## src/rtl/key_write_ctrl.sv

```systemverilog
// key_write_ctrl: takes the keypad scanner's raw level and turns it into
// debounced single key events. An address key followed by a colour key
// produces one write strobe into the colour register bank. The read cursor
// follows the cell being edited.
//
// Key filter FSM
//   state | meaning
//   REL   | no key held, waiting for key_valid
//   PCNT  | key seen, qualifying a stable press
//   HELD  | press accepted, waiting for release
//   RCNT  | release seen, qualifying a stable release
//
// Sequencer FSM
//   state    | meaning
//   IDLE     | waiting for an address key
//   SEL_DATA | address chosen, waiting for a colour key or timeout
//   WRITE    | one-cycle write strobe to the bank
module key_write_ctrl #(
    parameter int AW          = 4,
    parameter int DW          = 3,
    parameter int HOLD_CYC    = 500000,
    parameter int TIMEOUT_CYC = 150000000
) (
    input  logic          clk,
    input  logic          rst,
    input  logic [3:0]    key_code,
    input  logic          key_valid,
    output logic [AW-1:0] addrW,
    output logic [DW-1:0] datW,
    output logic          RegWrite,
    output logic [AW-1:0] addrR,
    output logic [1:0]    state_o,
    output logic          timeout
);

    localparam int HCW = $clog2(HOLD_CYC + 1);
    localparam int TCW = $clog2(TIMEOUT_CYC + 1);
    localparam logic [HCW-1:0] HOLD_LAST = HCW'(HOLD_CYC - 1);
    localparam logic [TCW-1:0] TO_LAST   = TCW'(TIMEOUT_CYC - 1);
    localparam logic [3:0]     KEY_ESC   = 4'hF;

    typedef enum logic [1:0] {REL, PCNT, HELD, RCNT} flt_t;
    typedef enum logic [1:0] {IDLE = 2'd0, SEL_DATA = 2'd1, WRITE = 2'd2} seq_t;

    flt_t           flt_state, flt_next;
    logic [HCW-1:0] hcnt, hcnt_next;
    logic [3:0]     key_lat, key_lat_next;
    logic           key_ev;

    seq_t           seq_state, seq_next;
    logic [TCW-1:0] tcnt, tcnt_next;
    logic           ld_addr, ld_dat, to_fire;
    logic           colour_ok;

    // Key filter state, hold counter and latched key code
    always_ff @(posedge clk or negedge rst) begin
        if (!rst) begin
            flt_state <= REL;
            hcnt      <= '0;
            key_lat   <= '0;
        end else begin
            flt_state <= flt_next;
            hcnt      <= hcnt_next;
            key_lat   <= key_lat_next;
        end
    end

    // Key filter transitions; key_ev marks the cycle a press is accepted
    always_comb begin
        flt_next     = flt_state;
        hcnt_next    = hcnt;
        key_lat_next = key_lat;
        key_ev       = 1'b0;
        case (flt_state)
            REL: begin
                if (key_valid) begin
                    key_lat_next = key_code;
                    hcnt_next    = '0;
                    flt_next     = PCNT;
                end
            end
            PCNT: begin
                if (!key_valid || key_code != key_lat) begin
                    flt_next = REL;
                end else if (hcnt == HOLD_LAST) begin
                    key_ev   = 1'b1;
                    flt_next = HELD;
                end else begin
                    hcnt_next = hcnt + 1'b1;
                end
            end
            HELD: begin
                if (!key_valid) begin
                    hcnt_next = '0;
                    flt_next  = RCNT;
                end
            end
            RCNT: begin
                if (key_valid) begin
                    flt_next = HELD;
                end else if (hcnt == HOLD_LAST) begin
                    flt_next = REL;
                end else begin
                    hcnt_next = hcnt + 1'b1;
                end
            end
            default: flt_next = REL;
        endcase
    end

    // Only codes that fit in the data width are colours
    assign colour_ok = ((key_lat >> DW) == 4'd0);

    // Sequencer state and colour-select timeout counter
    always_ff @(posedge clk or negedge rst) begin
        if (!rst) begin
            seq_state <= IDLE;
            tcnt      <= '0;
        end else begin
            seq_state <= seq_next;
            tcnt      <= tcnt_next;
        end
    end

    // Sequencer transitions; timeout expiry takes priority over a key event
    always_comb begin
        seq_next  = seq_state;
        tcnt_next = tcnt;
        ld_addr   = 1'b0;
        ld_dat    = 1'b0;
        to_fire   = 1'b0;
        case (seq_state)
            IDLE: begin
                if (key_ev && key_lat != KEY_ESC) begin
                    ld_addr   = 1'b1;
                    tcnt_next = '0;
                    seq_next  = SEL_DATA;
                end
            end
            SEL_DATA: begin
                if (tcnt == TO_LAST) begin
                    to_fire  = 1'b1;
                    seq_next = IDLE;
                end else begin
                    tcnt_next = tcnt + 1'b1;
                    if (key_ev) begin
                        if (key_lat == KEY_ESC) begin
                            seq_next = IDLE;
                        end else if (colour_ok) begin
                            ld_dat   = 1'b1;
                            seq_next = WRITE;
                        end
                    end
                end
            end
            WRITE:   seq_next = IDLE;
            default: seq_next = IDLE;
        endcase
    end

    // Registered bank interface; addresses and data hold between updates
    always_ff @(posedge clk or negedge rst) begin
        if (!rst) begin
            addrW    <= '0;
            addrR    <= '0;
            datW     <= '0;
            RegWrite <= 1'b0;
            timeout  <= 1'b0;
        end else begin
            RegWrite <= ld_dat;
            timeout  <= to_fire;
            if (ld_addr) begin
                addrW <= AW'(key_lat);
                addrR <= AW'(key_lat);
            end
            if (ld_dat) begin
                datW <= DW'(key_lat);
            end
        end
    end

    assign state_o = seq_state;

endmodule
```

## config.mk

```make
export PLATFORM = sky130hd
export DESIGN_NAME = key_write_ctrl
export DESIGN_NICKNAME = d
export VERILOG_FILES = /design/src/rtl/key_write_ctrl.sv
export SDC_FILE = /design/constraint.sdc
export NUM_CORES = 1
export LEC_CHECK = 0
export BUFFER_PORTS_ARGS = -buffer_cell sky130_fd_sc_hd__buf_2
export CAP_MARGIN = 20
export CELL_PAD_IN_SITES_DETAIL_PLACEMENT = 2
export CELL_PAD_IN_SITES_GLOBAL_PLACEMENT = 2
export CORE_MARGIN = 10
export CORE_UTILIZATION = 35
export DETAILED_ROUTE_END_ITERATION = 10
export HOLD_SLACK_MARGIN = 0.06
export PLACE_DENSITY = 0.79
export SYNTH_ARGS = -nofsm -noshare
export SYNTH_HDL_FRONTEND = slang
export SYNTH_SLANG_ARGS = --single-unit
```

## constraint.sdc

```tcl
create_clock -name clk -period 2 [get_ports clk]
set_input_delay 0.3 -clock clk [delete_from_list [all_inputs] [get_ports clk]]
set_output_delay 0.3 -clock clk [all_outputs]
set_load 0.01 [all_outputs]
```

# ---- After elaboration in Yosys (flattened, before gate mapping)
# Index checks and enable logic that the tools add are counted.
dict set report classes {
  n_shift 0
  n_addsub 2
  n_mux 34
  n_reduce_logical 12
  bitwise_logic 0
  n_lt_le_gt_ge 0
  n_eq_ne 19
  n_div 0
  n_mul 0
}
# operator n
set ops {}
lappend ops {{$mux W19} 5}
lappend ops {{$pmux W19 S4} 1}
lappend ops {{$mux W28} 2}
lappend ops {{$pmux W28 S2} 1}
lappend ops {{$add A28 B1 Y28 const B} 1}
lappend ops {{$eq A28 B28 Y1 const B} 1}
lappend ops {{$mux W2} 11}
lappend ops {{$add A19 B1 Y19 const B} 1}
lappend ops {{$eq A19 B19 Y1 const B} 1}
lappend ops {{$mux W1} 12}
lappend ops {{$ne A2 B2 Y1 const B} 6}
lappend ops {{$ne A3 B3 Y1 const B} 3}
lappend ops {{$ne A4 B4 Y1 const B} 2}
lappend ops {{$pmux W2 S4} 1}
lappend ops {{$reduce_and A4 Y1} 2}
lappend ops {{$reduce_and A3 Y1} 2}
lappend ops {{$eq A2 B1 Y1 const B} 2}
lappend ops {{$eq A2 B2 Y1 const B} 2}
lappend ops {{$eq A4 B4 Y1 const B} 1}
lappend ops {{$logic_not A2 Y1} 2}
lappend ops {{$logic_not A4 Y1} 1}
lappend ops {{$ne A4 B4 Y1} 1}
lappend ops {{$pmux W2 S2} 1}
lappend ops {{$reduce_and A2 Y1} 1}
lappend ops {{4 further kinds} 4}
dict set report totals {
  input_bits 7
  romBits 0
  ram_bits 0
  out_inout_bits 15
  n_memories 0
  elab_cells 76
  latchBits 0
  regBits 64
}

# ---- Depth between registers and ports, before layout
# Gate-level depths: netlist of run 1.
dict set report logic_depth {
  depth_word 7
  depth_mapped 9
  depth_no_buf 7
}

# ---- Least setup slack after synthesis of run 1
# No wires, ideal clock.
dict set report synth_timing {
  path_type {register -> register}
  start {register key_lat[1]}
  end {register datW[0]}
  setup_time_ns 0.125
  t_required_ns 1.875
  synth_period_minus_slack_ns 2.111
  t_arrival_ns 1.986
  slack_ns -0.111
  path_stages_with_launch 6
  path_buffers 0
  cell_sequence {dfrtp_1 > xor2_1 > or3_1 > or4_4 > nor3_4 > mux2_2}
}
dict set report synth_via {
  elab_chain_cells 7
  elab_cells_between_ends 9
  classes_between {eq/ne (2); mux (6); reduce/logical (1)}
}
# element line_no
set synth_rtl {}
lappend synth_rtl {{start: declaration} 47} ;# logic [3:0] key_lat, key_lat_next;
lappend synth_rtl {{start signal: assignment} 64} ;# key_lat <= key_lat_next;
lappend synth_rtl {{$ne A4 B4 Y1} 83} ;# if (!key_valid || key_code != key_lat) begin
lappend synth_rtl {{$logic_or A1 B1 Y1} 83}
lappend synth_rtl {{$mux W1} 83}
lappend synth_rtl {{$mux W1} 74} ;# case (flt_state)
lappend synth_rtl {{$mux W1 (*)} 146} ;# if (key_ev) begin
lappend synth_rtl {{$mux W1 (*)} 141} ;# if (tcnt == TO_LAST) begin
lappend synth_rtl {{$mux W1 (*)} 132} ;# case (seq_state)
lappend synth_rtl {{end signal: assignment} 177} ;# datW <= DW'(key_lat);
lappend synth_rtl {{end: declaration} 29} ;# output logic [DW-1:0] datW,
# Every way passes the cells marked *; elsewhere a longest branch is shown, timed or not.
# A chain may end at the register's enable or synchronous reset.

# ---- Worst setup path in the final report of run 1
dict set report layout_timing {
  start {register hcnt[17]}
  end {register tcnt[6]}
}
dict set report layout_via {
  elab_chain_cells 7
}
# element line_no
set layout_rtl {}
lappend layout_rtl {{start: declaration} 46} ;# logic [HCW-1:0] hcnt, hcnt_next;
lappend layout_rtl {{start signal: assignment} 63} ;# hcnt <= hcnt_next;
lappend layout_rtl {{$eq A19 B19 Y1} 85} ;# end else if (hcnt == HOLD_LAST) begin
lappend layout_rtl {{$mux W1} 85}
lappend layout_rtl {{$mux W1} 83}
lappend layout_rtl {{$mux W1} 74}
lappend layout_rtl {{$logic_and A1 B1 Y1} 134} ;# if (key_ev && key_lat != KEY_ESC) begin
lappend layout_rtl {{$ne A2 B2 Y1 (no line)} n/a}
lappend layout_rtl {{$reduce_and A3 Y1 (no line)} n/a}
lappend layout_rtl {{end signal: assignment} 121} ;# tcnt <= tcnt_next;
lappend layout_rtl {{end: declaration} 51} ;# logic [TCW-1:0] tcnt, tcnt_next;
# No other way between the ends.

==> run_results.csv, run 1 <==
group,metric,value,unit
run_status,status,"finished with violations",
run_status,violations,"setup timing",
logic_synthesis,ys.flop_type,"dfrtp_1",
cts,cts_buffers,9,
setup_path,crit_path_end_kind,"flop",
die,core,9819,um2
timing,slew_headroom,66.77,%
pwr,vdd_drop_max,0.0004172,V
place,dp_hpwl,9891,um
setup_path,cp-endpoint,"tcnt[6]",
detailed_routing,dr.pass1.iters,4,
logic_synthesis,syn_inst,365,
layout,diodes,0,
cts,cts_tree,"done",
grt,grt_use_met2,46.00,%
logic_synthesis,syn-num-nets,374,
timing,period_share,120.0,%
grt,gr-usage-all-layers,23.81,%
min_path,hold_class,"in2reg",
die,die-area,14520,um2
detailed_routing,routed_wl,21330,um
grt,grt_pass1_wl,26520,um
layout,mostFrequentLayoutCell,"buf_4",
layout,drive_gt1_share,50.70,%
logic_synthesis,yosys-top-cells-area,"dfrtp_1 45%, nand3_1 3.8%, mux2_2 3.8%",
layout,stdcell_count,632,
logic_synthesis,yosysTopAreaCell,"dfrtp_1",
place,pre_cts_ws,-0.4410,ns
grt,antenna_found_initial,0,
timing,hold_violations,0,
cts,path_clk_slew,0.09,ns
grt,use_met1,23.10,%
run,cap_viol_max_count,0,
detailed_routing,final_antenna_net_count,0,
logic_synthesis,netlist_area,3536,um2
setup_path,regToRegStartpoint,"hcnt[17]",
setup_path,rr_worst_depth,7,
layout,syn_to_final_growth,54.03,%
logic_synthesis,async_flop_share,100.0,%
die,die_x,120.5,um
timing,fin_ws,-0.3991,ns
timing,post-route-min-period,2.399,ns
setup_path,worstPathMaxFanout,5,
setup_path,r2r_setup_slack,-0.40,ns
detailed_routing,viasPerCell,6.476,
layout,fillers,1018,
setup_path,cp.arrival,2.63,ns
logic_synthesis,synth-compound-area-share,19.64,%
logic_synthesis,synthAdderAreaFrac,0.7077,%
setup_path,crit_start,"hcnt[17]",
setup_path,startpoint_type,"flop",
logic_synthesis,synth_top_family_by_area,"simple AND/OR/NAND/NOR gates",
cts,root_buffer,"clkbuf_8",
pwr,pwr-share-clk,25.8,%
cts,clock_path_buffers,2,
logic_synthesis,muxShareOfSynthArea,5.803,%
cts,clk_latency,0.38,ns
grt,use_met3,5.212,%
setup_path,r2r_end,"tcnt[6]",
place,globalplace.congestion,0.8388,
logic_synthesis,synth_top_area_share,45.29,%
detailed_routing,drcViolationCount,0,
timing,finalMaxSlewViolations,0,
pwr,p_leak,2.310,nW
logic_synthesis,synthXorXnorAreaFrac,0.9908,%
setup_path,worst-endpoint-required,2.23,ns
grt,first_global_vias,4357,
grt,grt_max_degree,65,
timing,skew,0.01599,ns
layout,layout_common_cells,"90 x buf_4, 63 x dfrtp_1, 21 x buf_2",
die,start_util,36.01,%
timing,worstMarginPinSlew,0.4974,ns
setup_path,path_class,"reg2reg",
place,portBuffers,21,
pwr,seqPwrFrac,38.7,%
timing,rsz0062_at_grt,"true",
timing,setup-violations-final,54,
logic_synthesis,ys_seq_elements,64,
logic_synthesis,ys_types,55,
pwr,p_total,5.006,mW
logic_synthesis,avgSynthCellArea,9.687,um2
grt,grt_busiest_layer,"met2",
detailed_routing,drt-initial-drc-count,299,
die,rows,36,
detailed_routing,routedWlPerCell,33.75,um
pwr,power_density,919.1,nW/um2
logic_synthesis,synth_warnings,0,
die,io_pins,22,
logic_synthesis,synth-edff-count,0,
place,placed_cells,574,
layout,final_nets,503,
pwr,sw_frac_of_total,41.23,%
timing,fmax,0.4168,GHz
pwr,p_comb_share,35.5,%
die,die_h,120.5,um
logic_synthesis,yosysSeqAreaShare,45.29,%
detailed_routing,via_count,4093,
grt,overflow,0,
cts,clock_sinks,64,
pwr,p_int,2.942,mW
cts,cts_max_level,3,
logic_synthesis,synthSimpleGateAreaFrac,23.11,%
pwr,switchingPower,2.064,mW
[worst min path at each step]
stage / from / end / cells past startpoint
after global routing: key_code[1] / key_lat[1] / 2
final: key_code[1] / key_lat[1] / 2
after detailed placement: rst / tcnt[18] / 2
after CTS: key_code[1] / key_lat[1] / 2
after global placement: rst / tcnt[22] / 2
after floorplan: rst / RegWrite / 0
[power by group through the flow]
stage | combinational (mW) | clock (mW) | sequential (mW)
finish | 1.77 | 1.29 | 1.94
global route | 1.86 | 1.34 | 1.96
CTS | 1.45 | 1.22 | 1.86
detailed placement | 1.31 | 0 | 1.84
global placement | 1.15 | 0 | 1.81
floorplan | 0.602 | 0 | 1.82
[worst max-delay path: stages (launching register included)]
cell and delay [ns]:
dfrtp_1 0.44, and3_2 0.25, nand4b_1 0.22, or4_4 0.68, buf_4 0.17, buf_6 0.13, o21ai_2 0.18, mux2i_1 0.17
[cell usage after synthesis (2+ instances only)]
cell	count
nand2_1	21
or3_1	5
nor4_1	8
buf_6	2
o211ai_1	5
a31o_2	5
buf_1	2
a41oi_1	4
mux2_2	12
a21o_1	4
dfrtp_1	64
and3_1	12
buf_4	5
ha_1	2
a21oi_1	20
nand4_1	12
nand3_1	27
o31ai_1	16
or4_1	13
nand2b_1	3
a31oi_1	14
inv_1	13
nor4b_1	2
or2_2	2
a21boi_0	2
nor3_1	3
o31a_1	2
nor2b_1	3
buf_2	3
nor3b_1	2
nor2_1	17
o21ai_0	19
o21a_1	2
xnor2_1	3
clkbuf_1	7
mux2i_1	7
and4_1	4
[logic make-up (layout without fill, tap and decap cells)]
group           count (synthesis)  count (layout)
simple gates                  142             144
compound gates                102             104
xor+xnor                        4               4
buf+inv                        32             162
mux                            19              19
flops                          64              64
fa+ha+maj                       2               2
[registers in the layout, summed over array words and instances (netlist names)]
register	count
flt_state	2
addrR	4
key_lat	4
datW	3
RegWrite	1
state_o	2
hcnt	19
timeout	1
tcnt	28
[through the flow]
stage | setup TNS, ns | instance area, um2 | hold slack, ns | utilization, %
2_1_floorplan | -0.2305 | 3551 | 0.004409 | -
3_3_place_gp | -4.726 | 4314 | 0.3490 | 43.93
3_5_place_dp | -13.41 | 4314 | 0.3524 | 43.93
4_1_cts | -7.079 | 4836 | 0.2060 | 49.25
5_1_grt | -14.47 | 5446 | 0.2158 | 55.47
6_report | -13.08 | 5446 | 0.2105 | 55.47
[layout make-up]
cell class,instances,area [um2],share of cell area (%)
tap,133,166.4,3.055
clock buffer,11,151.4,2.780
sequential,64,1603,29.43
clock inverter,5,55.05,1.011
multi-input combinational,273,2351,43.17
timing repair buffer,133,1071,19.66
inverter,13,48.80,0.8959
[layer usage]
layer,routed length [um],vias to the layer above
met3,910,86
li1,-,1667
met4,1229,0
met5,0,-
met2,11360,190
met1,7827,2150
[timing repair]
| action | CTS | global route |
|---|---|---|
| gates resized for setup | 54 | 89 |
| gates cloned | 2 | 2 |
| hold buffers | 1 | 0 |
| endpoints found under the hold margin | 64 | 0 |
| buffers inserted | 12 | 28 |
| setup endpoints to repair | 58 | 58 |
| pin swaps | 20 | 40 |
No activity file was read; power rests on OpenSTA's default activity.
==> run 2, diff against run 1 <==
Settings changed: PLACE_DENSITY 0.79 to not set, PLACE_DENSITY_LB_ADDON set to 0.1.
==> run_results.csv, run 2 (synthesis gave the netlist of run 1 again) <==
group,metric,value,unit
timing,hold_ws,0.2133,ns
setup_path,worst-endpoint-required,2.24,ns
place,dp_hpwl,8391,um
cts,root_buffer,"clkbuf_8",
layout,fillers,1077,
pwr,power_density,877.6,nW/um2
grt,first_global_vias,3818,
timing,fmax,0.4615,GHz
setup_path,cp.depth,6,
die,core,9819,um2
timing,period_share,108.3,%
setup_path,critPathSlowestCell,"or4_4",
timing,post-route-min-period,2.167,ns
cts,clock_path_buffers,2,
die,start_util,36.01,%
setup_path,worst-path-buf-inv,1,
setup_path,worstPathMaxFanout,5,
timing,rsz0062_at_grt,"true",
grt,antenna_found_initial,0,
setup_path,startpoint_type,"flop",
cts,cts_max_level,3,
layout,finalCoreUtilization,49.44,%
detailed_routing,dr.pass1.iters,5,
setup_path,crit_start,"hcnt[11]",
cts,path_clk_slew,0.08,ns
die,io_pins,22,
grt,grt_max_degree,40,
die,die_x,120.5,um
pwr,vdd_drop_max,0.0003676,V
cts,clock_sinks,64,
die,die-area,14520,um2
setup_path,r2r_setup_slack,-0.17,ns
min_path,hold_class,"in2reg",
detailed_routing,via_count,3458,
setup_path,regToRegStartpoint,"hcnt[11]",
run,cap_viol_max_count,0,
setup_path,r2r_end,"addrR[3]",
setup_path,path_cells,"nor4_2, buf_4, nand3_2, or4_4, nor2_4, mux2_4",
timing,setup-tns-final,-4.277,ns
setup_path,cp-endpoint,"addrR[3]",
layout,syn_to_final_growth,37.30,%
timing,worstMarginPinSlew,0.4613,ns
layout,largest_registers,"tcnt x28, hcnt x19",
pwr,p_leak,2.089,nW
layout,largest_reg_flops,28,
setup_path,crit_path_end_kind,"flop",
detailed_routing,viasPerCell,5.802,
run_status,status,"finished with violations",
timing,finalMaxSlewViolations,0,
grt,overflow,0,
cts,clk_latency,0.36,ns
setup_path,cp.arrival,2.41,ns
die,rows,36,
timing,setup-violations-final,37,
layout,regMostFlops,"tcnt",
detailed_routing,drt-initial-drc-count,202,
cts,cts_buffers,9,
detailed_routing,routedWlPerCell,21.98,um
timing,slew_headroom,69.24,%
layout,layout_common_cells,"70 x buf_4, 64 x dfrtp_1, 24 x nand3_1",
die,die_h,120.5,um
layout,final_nets,468,
layout,diodes,0,
grt,gr-usage-all-layers,17.78,%
grt,grt_pass1_wl,20710,um
timing,fin_ws,-0.1669,ns
detailed_routing,routed_wl,13100,um
place,globalplace.congestion,0.8184,
cts,cts_tree,"done",
setup_path,critPathTopFamily,"simple AND/OR/NAND/NOR gates",
run_status,violations,"setup timing",
setup_path,path_class,"reg2reg",
timing,skew,0.02032,ns
setup_path,rr_worst_depth,6,
layout,drive_gt1_share,40.17,%
detailed_routing,final_antenna_net_count,0,
place,portBuffers,21,
layout,mostFrequentLayoutCell,"buf_4",
setup_path,critical_path.max_stage_delay,0.58,ns
timing,hold_violations,0,
detailed_routing,drcViolationCount,0,
==> run 2: cell types whose count changed in the layout (fill, tap and decap cells not counted), sizes merged <==
cell / change
and3: -2
buf: -33
bufinv: -1
clkinv: +1
o21a: -1
==> run 2: stage by stage <==
step,total power [mW],cells,area (um2),setup slack [ns]
6_report,4.260,596,4855,-0.1669
5_1_grt,4.531,596,4855,-0.2966
4_1_cts,4.137,594,4632,-0.1828
3_5_place_dp,3.005,571,4292,-0.1843
3_3_place_gp,2.923,571,4292,-0.1645
2_1_floorplan,2.423,365,3551,-0.04422
==> run 2: how the worst min path moves through the flow <==
| stage | to | start | slack [ns] | cells after the start |
|---|---|---|---|---|
| floorplan | RegWrite | rst | 0.004 | 0 |
| global placement | tcnt[0] | rst | 0.31 | 2 |
| detailed placement | tcnt[0] | rst | 0.31 | 2 |
| CTS | key_lat[2] | key_code[2] | 0.20 | 2 |
| global route | key_lat[2] | key_code[2] | 0.21 | 2 |
| finish | key_lat[2] | key_code[2] | 0.21 | 2 |
==> run 2: worst reg2reg max path, stage by stage (launching register included) <==
cell	delay, ns
dfrtp_1	0.39
nor4_2	0.27
buf_4	0.16
nand3_2	0.08
or4_4	0.58
nor2_4	0.25
mux2_4	0.33
==> run 2: area by class of cell <==
class / instances / area (um2) / area share [%]
Multi-Input combinational cell: 270 / 2043 / 42.09
Sequential cell: 64 / 1602 / 32.99
Timing Repair Buffer: 101 / 823.3 / 16.96
Tap cell: 133 / 166.4 / 3.428
Clock buffer: 10 / 137.6 / 2.835
Inverter: 13 / 48.80 / 1.005
Clock inverter: 5 / 33.78 / 0.6959
==> run 2: report_power, final <==
group | switching, mW | internal (mW)
clock network | 0.558 | 0.475
registers | 0.294 | 1.57
logic | 0.747 | 0.620
total | 1.60 | 2.66
==> run 2: per-layer routing <==
metal	share of wire, %	routed length [um]	vias to the layer above	GRT usage, %
li1	-	-	1583	-
met1	46	5980	1792	23.19
met2	49	6418	74	29.10
met3	4.4	578	9	3.118
met4	0.96	126	0	5.958
met5	0	0	-	0
==> run 2: repair_timing <==
action,4_1_cts,5_1_grt
pin swaps,3,5
buffers inserted,4,1
hold buffers,1,0
endpoints found under the setup margin,49,56
cloned,3,1
resized for setup,20,42
hold endpoints to repair,64,0
